File: config.mk
export PLATFORM = sky130hd
export DESIGN_NAME = gpio_irq_ctrl
export DESIGN_NICKNAME = d
export VERILOG_FILES = /design/src/rtl/gpio_irq_pkg.sv /design/src/rtl/gpio_debounce.sv /design/src/rtl/gpio_irq_ctrl.sv
export SDC_FILE = /design/constraint.sdc
export NUM_CORES = 1
export LEC_CHECK = 0
export BUFFER_PORTS_ARGS = -buffer_cell sky130_fd_sc_hd__buf_4
export CORE_MARGIN = 8
export CORE_UTILIZATION = 41
export CTS_CLUSTER_DIAMETER = 100
export CTS_CLUSTER_SIZE = 24
export DETAILED_ROUTE_END_ITERATION = 16
export GPL_TIMING_DRIVEN = 0
export MAX_ROUTING_LAYER = met4
export PLACE_DENSITY = 0.67
export SLEW_MARGIN = 20
export SYNTH_ARGS = -nofsm -noshare
export SYNTH_HDL_FRONTEND = slang
export SYNTH_SLANG_ARGS = --single-unit
File: constraint.sdc
create_clock -name clk_i -period 3.02 [get_ports clk_i]
set_input_delay 0 -clock clk_i [delete_from_list [all_inputs] [get_ports clk_i]]
set_output_delay 0 -clock clk_i [all_outputs]
set_load 0.05 [all_outputs]
File: src/rtl/gpio_irq_pkg.sv
// Shared register map and address-decode helpers for the GPIO interrupt controller.
package gpio_irq_pkg;

  typedef logic [2:0] reg_idx_t;

  localparam reg_idx_t REG_INPUTS   = 3'd0;
  localparam reg_idx_t REG_OUTPUTS  = 3'd1;
  localparam reg_idx_t REG_OE       = 3'd2;
  localparam reg_idx_t REG_MASK     = 3'd3;
  localparam reg_idx_t REG_RISE_EN  = 3'd4;
  localparam reg_idx_t REG_FALL_EN  = 3'd5;
  localparam reg_idx_t REG_STATUS   = 3'd6;
  localparam reg_idx_t REG_DB_LIMIT = 3'd7;

  localparam int NUM_REGS = 8;

  typedef struct packed {
    logic     hit;
    reg_idx_t idx;
  } reg_dec_t;

  // True when this cycle is a bus write landing on register idx.
  function automatic logic wr_sel(reg_dec_t dec, logic we, reg_idx_t idx);
    return we & dec.hit & (dec.idx == idx);
  endfunction

endpackage

File: src/rtl/gpio_debounce.sv
// One input channel: multi-flop synchroniser followed by a limit-programmable debouncer.
module gpio_debounce
  import gpio_irq_pkg::*;
#(
  parameter int SYNC_STAGES = 2,
  parameter int DB_WIDTH    = 8
) (
  input  logic                clk_i,
  input  logic                reset_n_i,
  input  logic                pin,
  input  logic [DB_WIDTH-1:0] limit,
  output logic                d
);

  logic [SYNC_STAGES-1:0] sync_q;
  logic [DB_WIDTH-1:0]    cnt_q;
  logic                   s;

  assign s = sync_q[SYNC_STAGES-1];

  always_ff @(posedge clk_i or negedge reset_n_i) begin
    if (!reset_n_i) begin
      sync_q <= '0;
      cnt_q  <= '0;
      d      <= 1'b0;
    end else begin
      sync_q <= {sync_q[SYNC_STAGES-2:0], pin};
      // A limit lowered below a running count lets the count wrap before it can match.
      if (s != d) begin
        if (cnt_q == limit) begin
          d     <= s;
          cnt_q <= '0;
        end else begin
          cnt_q <= cnt_q + 1'b1;
        end
      end else begin
        cnt_q <= '0;
      end
    end
  end

endmodule

File: src/rtl/gpio_irq_ctrl.sv
// Memory-mapped GPIO block: register file, debounced inputs, edge-triggered sticky status and masked irq.
module gpio_irq_ctrl
  import gpio_irq_pkg::*;
#(
  parameter int BaseAddress     = 0,
  parameter int address_width   = 16,
  parameter int data_width      = 8,
  parameter int Address_Wording = 1,
  parameter int NUM_IO          = 8,
  parameter int SYNC_STAGES     = 2,
  parameter int DB_WIDTH        = 8
) (
  input  logic                     clk_i,
  input  logic                     reset_n_i,
  input  logic [address_width-1:0] address_i,
  input  logic [data_width-1:0]    data_i,
  output logic [data_width-1:0]    data_o,
  input  logic                     rd_wr_i,
  input  logic [NUM_IO-1:0]        ex_data_i,
  output logic [NUM_IO-1:0]        ex_data_o,
  output logic [NUM_IO-1:0]        ex_oe_o,
  output logic                     irq_o,
  output logic                     take_controlr_o,
  output logic                     take_controlw_o
);

  reg_dec_t              dec;
  logic [data_width-1:0] rd_data;
  logic [NUM_IO-1:0]     wdata, clr, ev, d_vec, d_prev_q;
  logic [NUM_IO-1:0]     outputs_q, oe_q, mask_q, rise_en_q, fall_en_q, status_q;
  logic [DB_WIDTH-1:0]   db_limit_q;

  assign wdata     = data_i[NUM_IO-1:0];
  assign ex_data_o = outputs_q;
  assign ex_oe_o   = oe_q;

  always_comb begin
    dec = '0;
    for (int k = 0; k < NUM_REGS; k++) begin
      if (address_i == address_width'(BaseAddress + k * Address_Wording)) begin
        dec.hit = 1'b1;
        dec.idx = reg_idx_t'(k);
      end
    end
  end

  always_comb begin
    rd_data = '0;
    case (dec.idx)
      REG_INPUTS:   rd_data[NUM_IO-1:0]   = d_vec;
      REG_OUTPUTS:  rd_data[NUM_IO-1:0]   = outputs_q;
      REG_OE:       rd_data[NUM_IO-1:0]   = oe_q;
      REG_MASK:     rd_data[NUM_IO-1:0]   = mask_q;
      REG_RISE_EN:  rd_data[NUM_IO-1:0]   = rise_en_q;
      REG_FALL_EN:  rd_data[NUM_IO-1:0]   = fall_en_q;
      REG_STATUS:   rd_data[NUM_IO-1:0]   = status_q;
      REG_DB_LIMIT: rd_data[DB_WIDTH-1:0] = db_limit_q;
      default:      rd_data = '0;
    endcase
  end

  for (genvar i = 0; i < NUM_IO; i++) begin : g_ch
    gpio_debounce #(
      .SYNC_STAGES (SYNC_STAGES),
      .DB_WIDTH    (DB_WIDTH)
    ) u_db (
      .clk_i     (clk_i),
      .reset_n_i (reset_n_i),
      .pin       (ex_data_i[i]),
      .limit     (db_limit_q),
      .d         (d_vec[i])
    );
  end

  assign ev  = (d_vec & ~d_prev_q & rise_en_q) | (~d_vec & d_prev_q & fall_en_q);
  assign clr = wr_sel(dec, rd_wr_i, REG_STATUS) ? wdata : '0;

  always_ff @(posedge clk_i or negedge reset_n_i) begin
    if (!reset_n_i) begin
      outputs_q       <= '0;
      oe_q            <= '0;
      mask_q          <= '0;
      rise_en_q       <= '0;
      fall_en_q       <= '0;
      status_q        <= '0;
      db_limit_q      <= '0;
      d_prev_q        <= '0;
      irq_o           <= 1'b0;
      data_o          <= '0;
      take_controlr_o <= 1'b0;
      take_controlw_o <= 1'b0;
    end else begin
      if (wr_sel(dec, rd_wr_i, REG_OUTPUTS))  outputs_q  <= wdata;
      if (wr_sel(dec, rd_wr_i, REG_OE))       oe_q       <= wdata;
      if (wr_sel(dec, rd_wr_i, REG_MASK))     mask_q     <= wdata;
      if (wr_sel(dec, rd_wr_i, REG_RISE_EN))  rise_en_q  <= wdata;
      if (wr_sel(dec, rd_wr_i, REG_FALL_EN))  fall_en_q  <= wdata;
      if (wr_sel(dec, rd_wr_i, REG_DB_LIMIT)) db_limit_q <= data_i[DB_WIDTH-1:0];
      d_prev_q <= d_vec;
      // A fresh event outranks a same-cycle write-1-to-clear.
      status_q <= (status_q & ~clr) | ev;
      irq_o    <= |(status_q & mask_q);
      take_controlw_o <= rd_wr_i & dec.hit;
      if (!rd_wr_i) begin
        take_controlr_o <= dec.hit;
        data_o          <= dec.hit ? rd_data : '0;
      end
    end
  end

endmodule

# Word level (Yosys, flattened, before mapping)
# Index checks and enable logic that the tools add are counted.
# W data, S select, Z words.
# word_totals
memories,0
inputBits,35
romBits,0
word_cells,131
out_inout_bits,27
regBits,163
latch_bits,0
ram_bits,0
# op_classes
div,0
n_addsub,8
bitwise,19
n_shift,0
n_eq_ne,30
n_mux,27
order_cmp,0
n_mul,0
reduce_logical,11
# ops
cell,n
$mux W8,18
$add A8 B1 Y8 const B,8
$eq A16 B3 Y1 const B,4
$eq A8 B8 Y1,8
$pmux W8 S8,1
$and A8 B8 Y8,6
$eq A16 B2 Y1 const B,2
$mux W4,8
$not A8 Y8,3
$eq A16 B1 Y1 const B,1
$logic_not A16 Y1,1
$or A8 B8 Y8,2
$reduce_and A2 Y1,8
$eq A3 B3 Y1 const B,4
$and A1 B1 Y1,8
$ne A1 B1 Y1,8
$reduce_or A8 Y1,1
$eq A3 B2 Y1 const B,2
$eq A3 B1 Y1 const B,1
$logic_not A3 Y1,1

# Logic depth before layout (Yosys ltp)
# logic_depth
depth_word,15
mapped_depth,6
mapped_depth_nobuf,5

# Cells and area by module
# A second synthesis with hierarchy kept.
# unflattened
hier_cells,688
hier_area_um2,7754.9
# by_module_without_submodules
module,seq_area_each_um2,area_each_um2,cells_each,n_inst
gpio_debounce,275.3,523.0,47,8
gpio_irq_ctrl,1876.8,3570.9,312,1

# Worst setup path before layout
# Ideal clock, no wire load.
# synth_timing
path_type,input to register
startpoint,in address_i[14]
endpoint,reg fall_en_q[0]
cell_stages,6
slack_ns,0.779
t_required_ns,2.895
n_path_buf,2
t_arrival_ns,2.116
path_cell_list,or4_4 > or4_4 > buf_6 > or4_4 > buf_6 > mux2_4
# synth_between
elab_chain_cells,11
# synth_rtl
item,line,rtl
start: declaration,gpio_irq_ctrl.sv:15,"input logic [address_width-1:0] address_i,"
$logic_not A16 Y1,gpio_irq_ctrl.sv:40,if (address_i == address_width'(BaseAddress + k * Address_Wording)) begin
$mux W4 (7 in series),gpio_irq_ctrl.sv:40,
$mux W4 (*),gpio_irq_ctrl.sv:40,
"parallel branches: the longest is 1 deep, another holds $eq A3 B3 Y1",n/a,
$and A1 B1 Y1 (*),gpio_irq_pkg.sv:24,return we & dec.hit & (dec.idx == idx);
end signal: assignment,gpio_irq_ctrl.sv:97,"if (wr_sel(dec, rd_wr_i, REG_FALL_EN)) fall_en_q <= wdata;"
end: declaration,gpio_irq_ctrl.sv:30,"logic [NUM_IO-1:0] outputs_q, oe_q, mask_q, rise_en_q, fall_en_q, status_q;"
# Every way passes the cells marked *.
# A chain may end at the register's enable or synchronous reset.

# Final worst setup path
# layout_timing
startpoint,in address_i[9]
endpoint,"reg outputs_q[1], in the netlist ex_data_o[1]"
# layout_between
elab_chain_cells,11
# layout_rtl
item,line,rtl
$logic_not A16 Y1,gpio_irq_ctrl.sv:40,
$mux W4 (7 in series),gpio_irq_ctrl.sv:40,
$mux W4 (*),gpio_irq_ctrl.sv:40,
"parallel branches: the longest is 1 deep, another holds $eq A3 B1 Y1",n/a,
$and A1 B1 Y1 (*),gpio_irq_pkg.sv:24,
end signal: assignment,gpio_irq_ctrl.sv:93,"if (wr_sel(dec, rd_wr_i, REG_OUTPUTS)) outputs_q <= wdata;"
end: declaration,gpio_irq_ctrl.sv:30,
# Marks and branches as above.

==> flow_summary.toml <==
[worst_setup_path]
path_max_fanout = 9
crit_type = "input pin to flip-flop"
worstSetupEndpointType = "flip-flop"
setup.worst_path.start = "address_i[9]"
path_cells = "buf_4, or4_1, nor3_1, and3_1, clkbuf_1, mux2_2"
worst_ep_required_time_ns = 3.34
reg2reg_from = "db_limit_q[2]"
cp_data_arrival_time_ns = 2.95
slowest_cell_delay_on_critical_path_ns = 0.97
worst_setup_path_start_kind = "input pin"
critical-path-slowest-cell = "sky130_fd_sc_hd__nor3_1"

[sta]
max_clock_freq_mhz = 380
finClkSkew_ns = 0.00668
setup-violations-final = 0
setup_slack_ns = 0.387
final_period_minus_worst_setup_slack_ns = 2.63
hold_violation_count_in_the_final_report = 0
whs_ns = 0.0459
normalized_max_slew_margin = 0.187
setup_total_negative_slack_ns = 0
worst-slew-pin-transition_ns = 1.21
grt_setup_unrepaired = "no"
timing.final.crit_share = 0.872
finalMaxSlewViolations = 0

[global_route]
global_route.overflow_total = 0
grt_pass1_vias = 5700
grt_start_max_net_pins = 88
globalRouteTotalUtil = 0.168
antenna_violations_before_repair = 1
global_route.usage.met2 = 0.254
globalRouteMet3Util = 0.0348
grt_first_pass_wirelength_mm = 30.6
groute.layer.met1.usage = 0.214
grt_busiest_layer = "met2"

[clock_tree]
cts_tree = "built"
clk_pin_slew_ns = 0.06
clkSinkCount = 163
numCtsBuffers = 17
insertion_delay_ns = 0.43
max-clock-path-buffers = 2
clk_root_buffer_cell = "sky130_fd_sc_hd__clkbuf_16"
htree_levels = 4

[drt]
drt_first_pass_iters = 5
count_of_unresolved_drc_violations_after_routing = 0
detailedRoute.firstIterationViolations = 403
wl_per_cell_um = 17.7
antenna_violating_nets_post_route = 0
vias = 5535
routed_via_density = 5.26
drt-total-wl_mm = 18.6

[layout]
fraction_of_final_layout_cells_sized_beyond_drive_strength_1 = 0.213
num-nets-final = 848
layoutNonFillerInstCount = 1053
area_delta_synth_final_pct = 21.6
nFillCells = 1661

[logic_synthesis]
ys_seq_elements = 163
ys_types = 42
ys_warn_count = 0
ys_top_cells_by_area = "sky130_fd_sc_hd__dfrtp_1 52%, sky130_fd_sc_hd__xnor2_1 8.3%, sky130_fd_sc_hd__mux2_2 7.7%"
synth-edff-count = 0
syn_area_per_cell_um2 = 11.2
postSynth.asyncResetShare = 1.00
synth_top_flop_cell = "sky130_fd_sc_hd__dfrtp_1"
synth_top_area_frac = 0.517
synth_top_cells_by_count = "163 x sky130_fd_sc_hd__dfrtp_1, 83 x sky130_fd_sc_hd__nor2_1, 75 x sky130_fd_sc_hd__xnor2_1"
portion_of_the_post_synthesis_area_used_by_sequential_elements = 0.517
yosys.area.top_type = "sky130_fd_sc_hd__dfrtp_1"
synthCells = 706
synth.net_count = 749
top_count_cell_post_synth = "sky130_fd_sc_hd__dfrtp_1"
synth.cell_area_um2 = 7890

[die]
floorplan.initialDensity = 0.420
die_x_um = 155
die_area_um2 = 23900
row_count = 50
ioPinCount = 62
die-height_um = 155
floorplan.core_area_um2 = 18800

[place]
gp_congestion = 0.861
dp_hpwl_mm = 12.4
placed_cells = 1003
post_placement_worst_setup_slack_ns = 0.0283
io_buffers = 60

[hold_path]
worst_hold_startpoint = "address_i[0]"
worstHoldPathType = "input pin to flip-flop"

[power]
design_power_total_mw = 4.98
leakagePower_nw = 4.17
worst_ir_drop_vdd_mv = 0.416
p_per_area_nw_per_um2 = 520

[outcome]
outcome = "completed"

[flow_run]
max_cap_viol_count = 0
## metal layers
| layer | vias up | part of all wire |
|---|---|---|
| li1 | 2655 | - |
| met1 | 2707 | 0.47 |
| met2 | 146 | 0.45 |
| met3 | 27 | 0.056 |
| met4 | 0 | 0.020 |
| met5 | - | 0 |
## cell usage in the layout, fill, tap and decap left out, types with 7 or more instances in the layout
cell type,instances
sky130_fd_sc_hd__mux2_4,8
sky130_fd_sc_hd__and3_1,17
sky130_fd_sc_hd__xor2_1,45
sky130_fd_sc_hd__dlygate4sd3_1,17
sky130_fd_sc_hd__clkbuf_16,17
sky130_fd_sc_hd__ha_1,8
sky130_fd_sc_hd__nand3b_1,9
sky130_fd_sc_hd__inv_1,19
sky130_fd_sc_hd__nor2b_1,9
sky130_fd_sc_hd__o21ai_0,11
sky130_fd_sc_hd__o2bb2ai_1,8
sky130_fd_sc_hd__o31a_1,8
sky130_fd_sc_hd__o31ai_1,8
sky130_fd_sc_hd__mux2_2,54
sky130_fd_sc_hd__mux2i_1,10
sky130_fd_sc_hd__xnor2_1,75
sky130_fd_sc_hd__nand3_1,37
sky130_fd_sc_hd__o21ai_1,8
sky130_fd_sc_hd__buf_4,59
sky130_fd_sc_hd__a211oi_1,8
sky130_fd_sc_hd__dfrtp_1,163
sky130_fd_sc_hd__o211ai_1,8
sky130_fd_sc_hd__clkbuf_1,17
sky130_fd_sc_hd__nor2_1,83
sky130_fd_sc_hd__nand4_1,18
sky130_fd_sc_hd__nand2_1,33
sky130_fd_sc_hd__bufinv_16,7
## critical path: cells and delay by family
family,cells,cell delay (ns)
multiplexers,1,0.40
AND/OR/NAND/NOR,3,1.91
buffers and inverters,2,0.64
## cell type report
cell class | instances | area (um^2) | area share
Timing Repair Buffer | 80 | 672 | 0.0700
Antenna cell | 1 | 2.50 | 0.000261
Multi-Input combinational cell | 502 | 3670 | 0.383
Clock buffer | 19 | 453 | 0.0472
Sequential cell | 163 | 4080 | 0.425
Buffer | 22 | 98.8 | 0.0103
Tap cell | 234 | 293 | 0.0305
Inverter | 19 | 71.3 | 0.00744
Clock inverter | 13 | 253 | 0.0264
## what timing repair did
| action | in CTS | in global routing |
|---|---|---|
| setup buffers | 0 | 0 |
| hold buffers | 17 | 0 |
| endpoints found under the hold margin | 150 | 0 |
| setup endpoints to repair | 0 | 0 |
| resized for setup | 0 | 0 |
## registers in the layout, summed over array words and instances, names as in the netlist
register and flops:
take_controlw_o 1, fall_en_q 8, rise_en_q 8, mask_q 8
db_limit_q 8, g_ch.u_db.cnt_q 64, take_controlr_o 1, status_q 8
ex_oe_o 8, data_o 8, d_prev_q 8, g_ch.u_db.sync_q 16
ex_data_o 8, irq_o 1, g_ch.u_db.d 8
## where the power goes
part	switching (mW)	internal, mW
combinational	0.109	0.0793
clock	0.891	1.68
sequential	0.0194	2.21
## path summary, 6_finish.rpt
check | cells after the start | slack (ns) | end
max | 6 | 0.39 | ex_data_o[1]
min | 5 | 0.05 | data_o[6]
max reg2reg | 5 | 0.85 | g_ch[4].u_db.cnt_q[4]
min reg2reg | 0 | 0.35 | g_ch[4].u_db.sync_q[1]
max in group asynchronous | 3 | 2.06 | g_ch[4].u_db.sync_q[0]
min in group asynchronous | 2 | 0.15 | db_limit_q[2]
## logic make-up after synthesis
family / after synthesis / synth area share
and+or+nand+nor: 231 / 0.148
muxes: 72 / 0.105
adders and majority gates: 8 / 0.0127
buffers and inverters: 41 / 0.0216
xor gates and xnor gates: 120 / 0.133
DFF: 163 / 0.517
AOI/OAI and AO/OA: 71 / 0.0625
## per-stage QoR
step	utilization	cell area, um^2
floorplan	-	7890
global placement	0.460	8630
detailed placement	0.464	8710
CTS	0.511	9590
global route	0.511	9590
finish	0.511	9590
Power figures use the tool's default switching activity.
